**src/rtl/bus_arbiter.sv**
```systemverilog
// Two-master arbiter sharing one synchronous-RAM bus between a CPU and a DMA engine.
// DMA wins each cycle it requests, except that a long burst yields one cycle to the CPU.
module bus_arbiter #(
  parameter int AW        = 16,
  parameter int DW        = 8,
  parameter int MAX_BURST = 4
) (
  input  logic          clk,
  input  logic          rst_n,
  input  logic [AW-1:0] cpu_AD,
  input  logic          cpu_RW,
  input  logic [DW-1:0] cpu_D_out,
  output logic [DW-1:0] cpu_D_in,
  output logic          cpu_rdy,
  input  logic          dma_req,
  input  logic [AW-1:0] dma_AD,
  input  logic          dma_RW,
  input  logic [DW-1:0] dma_D_out,
  output logic          dma_ack,
  output logic          dma_rvalid,
  output logic [DW-1:0] dma_D_in,
  output logic [AW-1:0] mem_AD,
  output logic          mem_RW,
  output logic [DW-1:0] mem_D_out,
  input  logic [DW-1:0] mem_D_in
);

  localparam logic [7:0] C_BURST_LAST = 8'(MAX_BURST - 1);

  logic          w_dma_grant;
  logic [7:0]    r_burst_cnt;
  logic          r_force_cpu;
  logic          r_dma_rvalid;
  logic          r_last_cpu;
  logic [DW-1:0] r_cpu_hold;

  // Reset gates the grant directly so the CPU owns the bus while rst_n is low.
  assign w_dma_grant = rst_n & dma_req & ~r_force_cpu;

  // Burst counter and one-cycle CPU slot after MAX_BURST consecutive DMA grants.
  always_ff @(posedge clk or negedge rst_n) begin
    if (!rst_n) begin
      r_burst_cnt <= 8'd0;
      r_force_cpu <= 1'b0;
    end else if (w_dma_grant && (r_burst_cnt == C_BURST_LAST)) begin
      r_burst_cnt <= 8'd0;
      r_force_cpu <= 1'b1;
    end else if (w_dma_grant) begin
      r_burst_cnt <= r_burst_cnt + 8'd1;
      r_force_cpu <= 1'b0;
    end else begin
      r_burst_cnt <= 8'd0;
      r_force_cpu <= 1'b0;
    end
  end

  // Read-return tracking: the RAM answers one cycle after the address phase.
  always_ff @(posedge clk or negedge rst_n) begin
    if (!rst_n) begin
      r_dma_rvalid <= 1'b0;
      r_last_cpu   <= 1'b1;
    end else begin
      r_dma_rvalid <= w_dma_grant & dma_RW;
      r_last_cpu   <= ~w_dma_grant;
    end
  end

  // CPU read data is captured so it survives while DMA cycles follow.
  always_ff @(posedge clk or negedge rst_n) begin
    if (!rst_n) begin
      r_cpu_hold <= '0;
    end else if (r_last_cpu) begin
      r_cpu_hold <= mem_D_in;
    end else begin
      r_cpu_hold <= r_cpu_hold;
    end
  end

  // Memory bus mux: exactly one owner drives every cycle, no idle turnaround.
  always_comb begin
    mem_AD    = cpu_AD;
    mem_RW    = cpu_RW;
    mem_D_out = cpu_D_out;
    if (w_dma_grant) begin
      mem_AD    = dma_AD;
      mem_RW    = dma_RW;
      mem_D_out = dma_D_out;
    end else begin
      mem_AD    = cpu_AD;
      mem_RW    = cpu_RW;
      mem_D_out = cpu_D_out;
    end
  end

  // Read-data return paths.
  always_comb begin
    cpu_D_in = r_cpu_hold;
    if (r_last_cpu) begin
      cpu_D_in = mem_D_in;
    end else begin
      cpu_D_in = r_cpu_hold;
    end
  end

  assign dma_D_in   = mem_D_in;
  assign dma_ack    = w_dma_grant;
  assign cpu_rdy    = ~w_dma_grant;
  assign dma_rvalid = r_dma_rvalid;

endmodule

```
**config.mk**
```make
export PLATFORM = sky130hd
export DESIGN_NAME = bus_arbiter
export DESIGN_NICKNAME = d
export VERILOG_FILES = /design/src/rtl/bus_arbiter.sv
export SDC_FILE = /design/constraint.sdc
export NUM_CORES = 1
export LEC_CHECK = 0
export ABC_AREA = 1
export CORE_ASPECT_RATIO = 0.9
export CORE_MARGIN = 1.5
export CORE_UTILIZATION = 31
export DETAILED_ROUTE_END_ITERATION = 16
export PLACE_DENSITY = 0.78
export SLEW_MARGIN = 20
export SYNTH_ARGS = -nofsm -noshare
export SYNTH_HDL_FRONTEND = slang
export SYNTH_SLANG_ARGS = --single-unit
export TNS_END_PERCENT = 50
```
**constraint.sdc**
```tcl
create_clock -name clk -period 1.68 [get_ports clk]
set_clock_uncertainty 0.2 [all_clocks]
set_input_delay 0.336 -clock clk [delete_from_list [all_inputs] [get_ports clk]]
set_output_delay 0.336 -clock clk [all_outputs]
set_load 0.02 [all_outputs]
```
== Yosys cells after proc, flatten, opt, wreduce, memory -nomap -nowiden ==
Cells that the tools add are included.

* Eq/ne operators: 1
* Reductions and logical operators: 1
* Add/sub/neg operators: 1
* Multiplexer cells: 7
* Bitwise gates (word level): 5

{| class="wikitable"
|+ Operators by type and width
! cell !! number
|-
| $mux W8 || 4
|-
| $mux W16 || 1
|-
| $add A8 B1 Y8 const B || 1
|-
| $eq A8 B2 Y1 const B || 1
|-
| $and A1 B1 Y1 || 3
|-
| $mux W1 || 2
|-
| $not A1 Y1 || 2
|-
| $logic_and A1 B1 Y1 || 1
|}

* Output and inout bits: 44
* Input bits: 61
* Bits in registers: 19
* Word-level logic and storage cells: 20

== Longest topological paths before layout ==
* Word-level depth: 4
* Depth in mapped cells: 7
* Gate-level depth less buffers: 7

== Least setup slack after synthesis ==
Ideal clock, no wire load.

* Path type: reg2out
* Start point: register r_force_cpu
* End point: output mem_RW
* Buffers on the path: 0
* Cell stages (with the launch flop): 4
* Arrival: 1092 ps
* Slack: 52 ps
* Cell sequence: dfrtp_1 > nor2_2 > nand2_4 > o21ai_0

* Word-level cells in the longest chain between the ends: 3

{| class="wikitable"
|+ RTL lines
! element !! line !! source
|-
| start: declaration || 32 || <nowiki>logic r_force_cpu;</nowiki>
|-
| start signal: assignment || 44 || <nowiki>r_force_cpu <= 1'b0;</nowiki>
|-
| start signal: assignment || 47 || <nowiki>r_force_cpu <= 1'b1;</nowiki>
|-
| start signal: assignment || 50 || <nowiki>r_force_cpu <= 1'b0;</nowiki>
|-
| $not A1 Y1 || 38 || <nowiki>assign w_dma_grant = rst_n & dma_req & ~r_force_cpu;</nowiki>
|-
| $and A1 B1 Y1 || 38 ||
|-
| $mux W1 || 84 || <nowiki>if (w_dma_grant) begin</nowiki>
|-
| end: declaration || 23 || <nowiki>output logic mem_RW,</nowiki>
|}

Every way passes these cells.

== Worst setup path after layout ==
* Start point: register r_force_cpu
* End point: output mem_AD[2]

* Word-level cells in the longest chain between the ends: 3

{| class="wikitable"
|+ RTL lines
! element !! line !! source
|-
| $not A1 Y1 || 38 ||
|-
| $and A1 B1 Y1 || 38 ||
|-
| $mux W16 || 84 ||
|-
| end: declaration || 22 || <nowiki>output logic [AW-1:0] mem_AD,</nowiki>
|}

Every way passes these cells.

==> metrics.md <==
| Metric | Value |
|---|---|
| #FFs+latches synth | 19 |
| Slew Limit Fails | 0 |
| Reg2reg end | r_burst_cnt[0] |
| Die area | 4240 um^2 |
| Predominant post-synthesis flop cell | dfrtp_1 |
| Worst hold slack | 0.0348 ns |
| Critical-path cell list | nor2_2 > nand2_4 > buf_12 > buf_12 > nand2_4 > nand2_2 > buf_6 |
| Fmax | 509 MHz |
| Number of synthesized flops with an enable pin | 0 |
| I/O pins | 105 |
| # rows | 21 |
| CP max-delay cell | dfrtp_1 |
| DRT Pass-1 Iters | 4 |
| Status | finished, violations left |
| Final worst path period need | 1.97 ns |
| Worst R2R Start | r_force_cpu |
| Placer congestion estimate | 0.745 |
| CTS Hold Bufs | 0 |
| Peak VDD IR | 0.426 mV |
| Final Hold Fails | 0 |
| Initial core utilization | 0.323 |
| CP endpoint kind | output port |
| Dpl ws | -0.901 ns |
| Remaining routing DRC violations | 0 |
| First-pass GRT wire length | 7110 um |
| Initial DRC count | 65 |
| Type of the worst setup path | flop to output port |
| Final setup vio count | 35 |
| Final worst slack | -0.285 ns |
| Yosys warning total | 0 |
| TNS Setup | -8.03 ns |
| PortBufs | 104 |
| Number of global-route vias before repair | 1542 |
| Total track usage | 0.229 |
| Leak | 1.31 nW |
| # nets final | 339 |
| Die Y-Extent | 62.0 um |
| Max clock buf depth | 2 |
| Worst R2R Path Depth | 7 |
| Max incr delay on CP | 0.38 ns |
| Avg Inst Size Synth | 7.17 um^2 |
| Largest net degree at the start of global routing | 20 |
| Average wire per standard cell | 14.8 um |
| Critical Path Source Type | flop |
| H-tree Lvls | 1 |
| HPWL Detailed | 2600 um |
| CTS tree | done |
| Critical Path RT | 1.14 ns |
| Fin crit share | 1.17 |
| Grt ovf | 0 |
| Syn nets | 229 |
| P per Cell Area | 545 nW/um^2 |
| TritonCTS Buffers | 3 |
| Via count | 1507 |
| Final design utilization | 0.732 |
| # diodes | 0 |
| Setup slack, reg-to-reg | 0 ns |
| Via density per instance | 4.68 |
| Clk slew on worst S/H paths | 0.07 ns |
| Max_slew headroom | 0.780 |
| Root Driver | clkbuf_8 |
| Clk sinks | 19 |
| WL final | 4760 um |
| Initial antenna violation count | 0 |
| Layout cell share with drive strength beyond 1 | 0.467 |
| Cells after Synth | 167 |
| Max cap viols | 0 |
| Sequential area share after synthesis | 0.398 |
| RSZ-0062 raised after global routing | true |
| Area growth, synth to finish | 126% |
| Violated checks | setup timing |
| Worst-margin pin slew | 0.329 ns |
| Die width | 68.5 um |
| CP arrival | 1.43 ns |
| Yosys cell types | 19 |
| Clock latency on the worst-skew pair | 0.26 ns |
| Min-delay worst type | primary input to asynchronous set/reset pin |
| Mapped cell area | 1200 um^2 |
| Core area | 3700 um^2 |
| CP max FO | 8 |
| Routed Antenna Nets | 0 |
| Asr flop ratio synth | 1.00 |
==> routing by layer <==
layer / part of all wire / track usage / wire length (um)
met1: 0.38 / 0.275 / 1810
met2: 0.55 / 0.408 / 2610
met3: 0.053 / 0.0505 / 254
met4: 0.017 / 0.0743 / 81
met5: 0 / 0 / 0
==> cell type report <==
type | instances | area [um^2]
inverters | 9 | 46.3
repair inverters | 2 | 27.5
multi-input cells | 125 | 851
well taps | 46 | 57.6
clock buffers | 3 | 41.3
clock inverters | 1 | 5.00
repair buffers | 117 | 1200
fillers | 251 | 995
flip-flops and latches | 19 | 477
==> synth_stat cells, types with 2 or more instances <==
cell / count / area share
nor3_1: 3 / 0.013
nor2_1: 12 / 0.038
buf_6: 2 / 0.019
inv_1: 8 / 0.025
o21ai_0: 3 / 0.013
nor2_2: 3 / 0.016
nand3_1: 4 / 0.017
buf_4: 9 / 0.056
dfrtp_1: 18 / 0.38
nand2_1: 87 / 0.27
buf_2: 3 / 0.013
mux2_2: 8 / 0.075
==> logic make-up (layout without fill, tap and decap cells) <==
family,count (synthesis),in the layout,synth area share
adders and majority gates,1,1,0.0104
and+or+nand+nor,110,110,0.365
muxes,8,8,0.0752
buffers and inverters,23,132,0.120
xor gates and xnor gates,2,2,0.0146
DFF,19,19,0.398
AOI/OAI and AO/OA,4,4,0.0167
==> power breakdown <==
group / internal [W] / leakage (nW) / switching (W) / total (W)
registers: 0.000479 / 0.242 / 0.00000989 / 0.000489
logic: 0.000362 / 1.04 / 0.000311 / 0.000673
clock network: 0.000165 / 0.0255 / 0.000150 / 0.000315
total: 0.00101 / 1.31 / 0.000471 / 0.00148
==> cells in the final DEF (no fill, tap or decap), drive strengths merged <==
cell type / netlist / final
xnor2: 1 / 1
clkdlybuf4s15: 0 / 1
clkbuf: 0 / 9
mux2: 8 / 8
dlygate4sd2: 0 / 4
ha: 1 / 1
nor2: 15 / 15
nor3: 3 / 3
a21oi: 1 / 1
inv: 9 / 10
dfrtp: 18 / 18
clkdlybuf4s50: 0 / 58
buf: 14 / 48
nand3: 4 / 4
dfstp: 1 / 1
clkinv: 0 / 2
xor2: 1 / 1
nand2: 88 / 88
o21ai: 3 / 3
==> repair_timing <==
item | CTS | global route
setup buffers | 8 | 1
endpoints found under the setup margin | 44 | 46
resized for setup | 302 | 25
cloned | 5 | 0
pin swaps | 25 | 0
==> worst max-delay path by stage <==
stage                 from            to  slack, ns  cells after the start
2_1_floorplan  r_force_cpu        mem_RW       0.05                      3
3_3_place_gp       dma_req     mem_AD[6]      -0.89                      8
3_5_place_dp       dma_req  mem_D_out[1]      -0.90                      8
4_1_cts         r_last_cpu   cpu_D_in[2]      -0.28                      3
5_1_grt        r_force_cpu  mem_D_out[7]      -0.33                      7
6_report       r_force_cpu     mem_AD[2]      -0.29                      7
==> registers in the layout, summed over array words and instances, names as in the netlist <==
signal,cells
r_cpu_hold,8
r_force_cpu,1
r_burst_cnt,8
dma_rvalid,1
r_last_cpu,1
==> critical path: cells and delay by family (launching register included) <==
| family | cells | cell delay, ns |
|---|---|---|
| buffers and inverters | 3 | 0.46 |
| flip-flops | 1 | 0.38 |
| AND/OR/NAND/NOR | 4 | 0.35 |
==> stage by stage <==
stage / std cells / area, um^2 / power, W
3_5_place_dp: 306 / 2210 / 0.00102
6_report: 322 / 2710 / 0.00148
2_1_floorplan: 167 / 1200 / 0.000716
3_3_place_gp: 306 / 2210 / 0.00101
4_1_cts: 323 / 2720 / 0.00147
5_1_grt: 322 / 2710 / 0.00154
(Power assumes the default switching activity.)
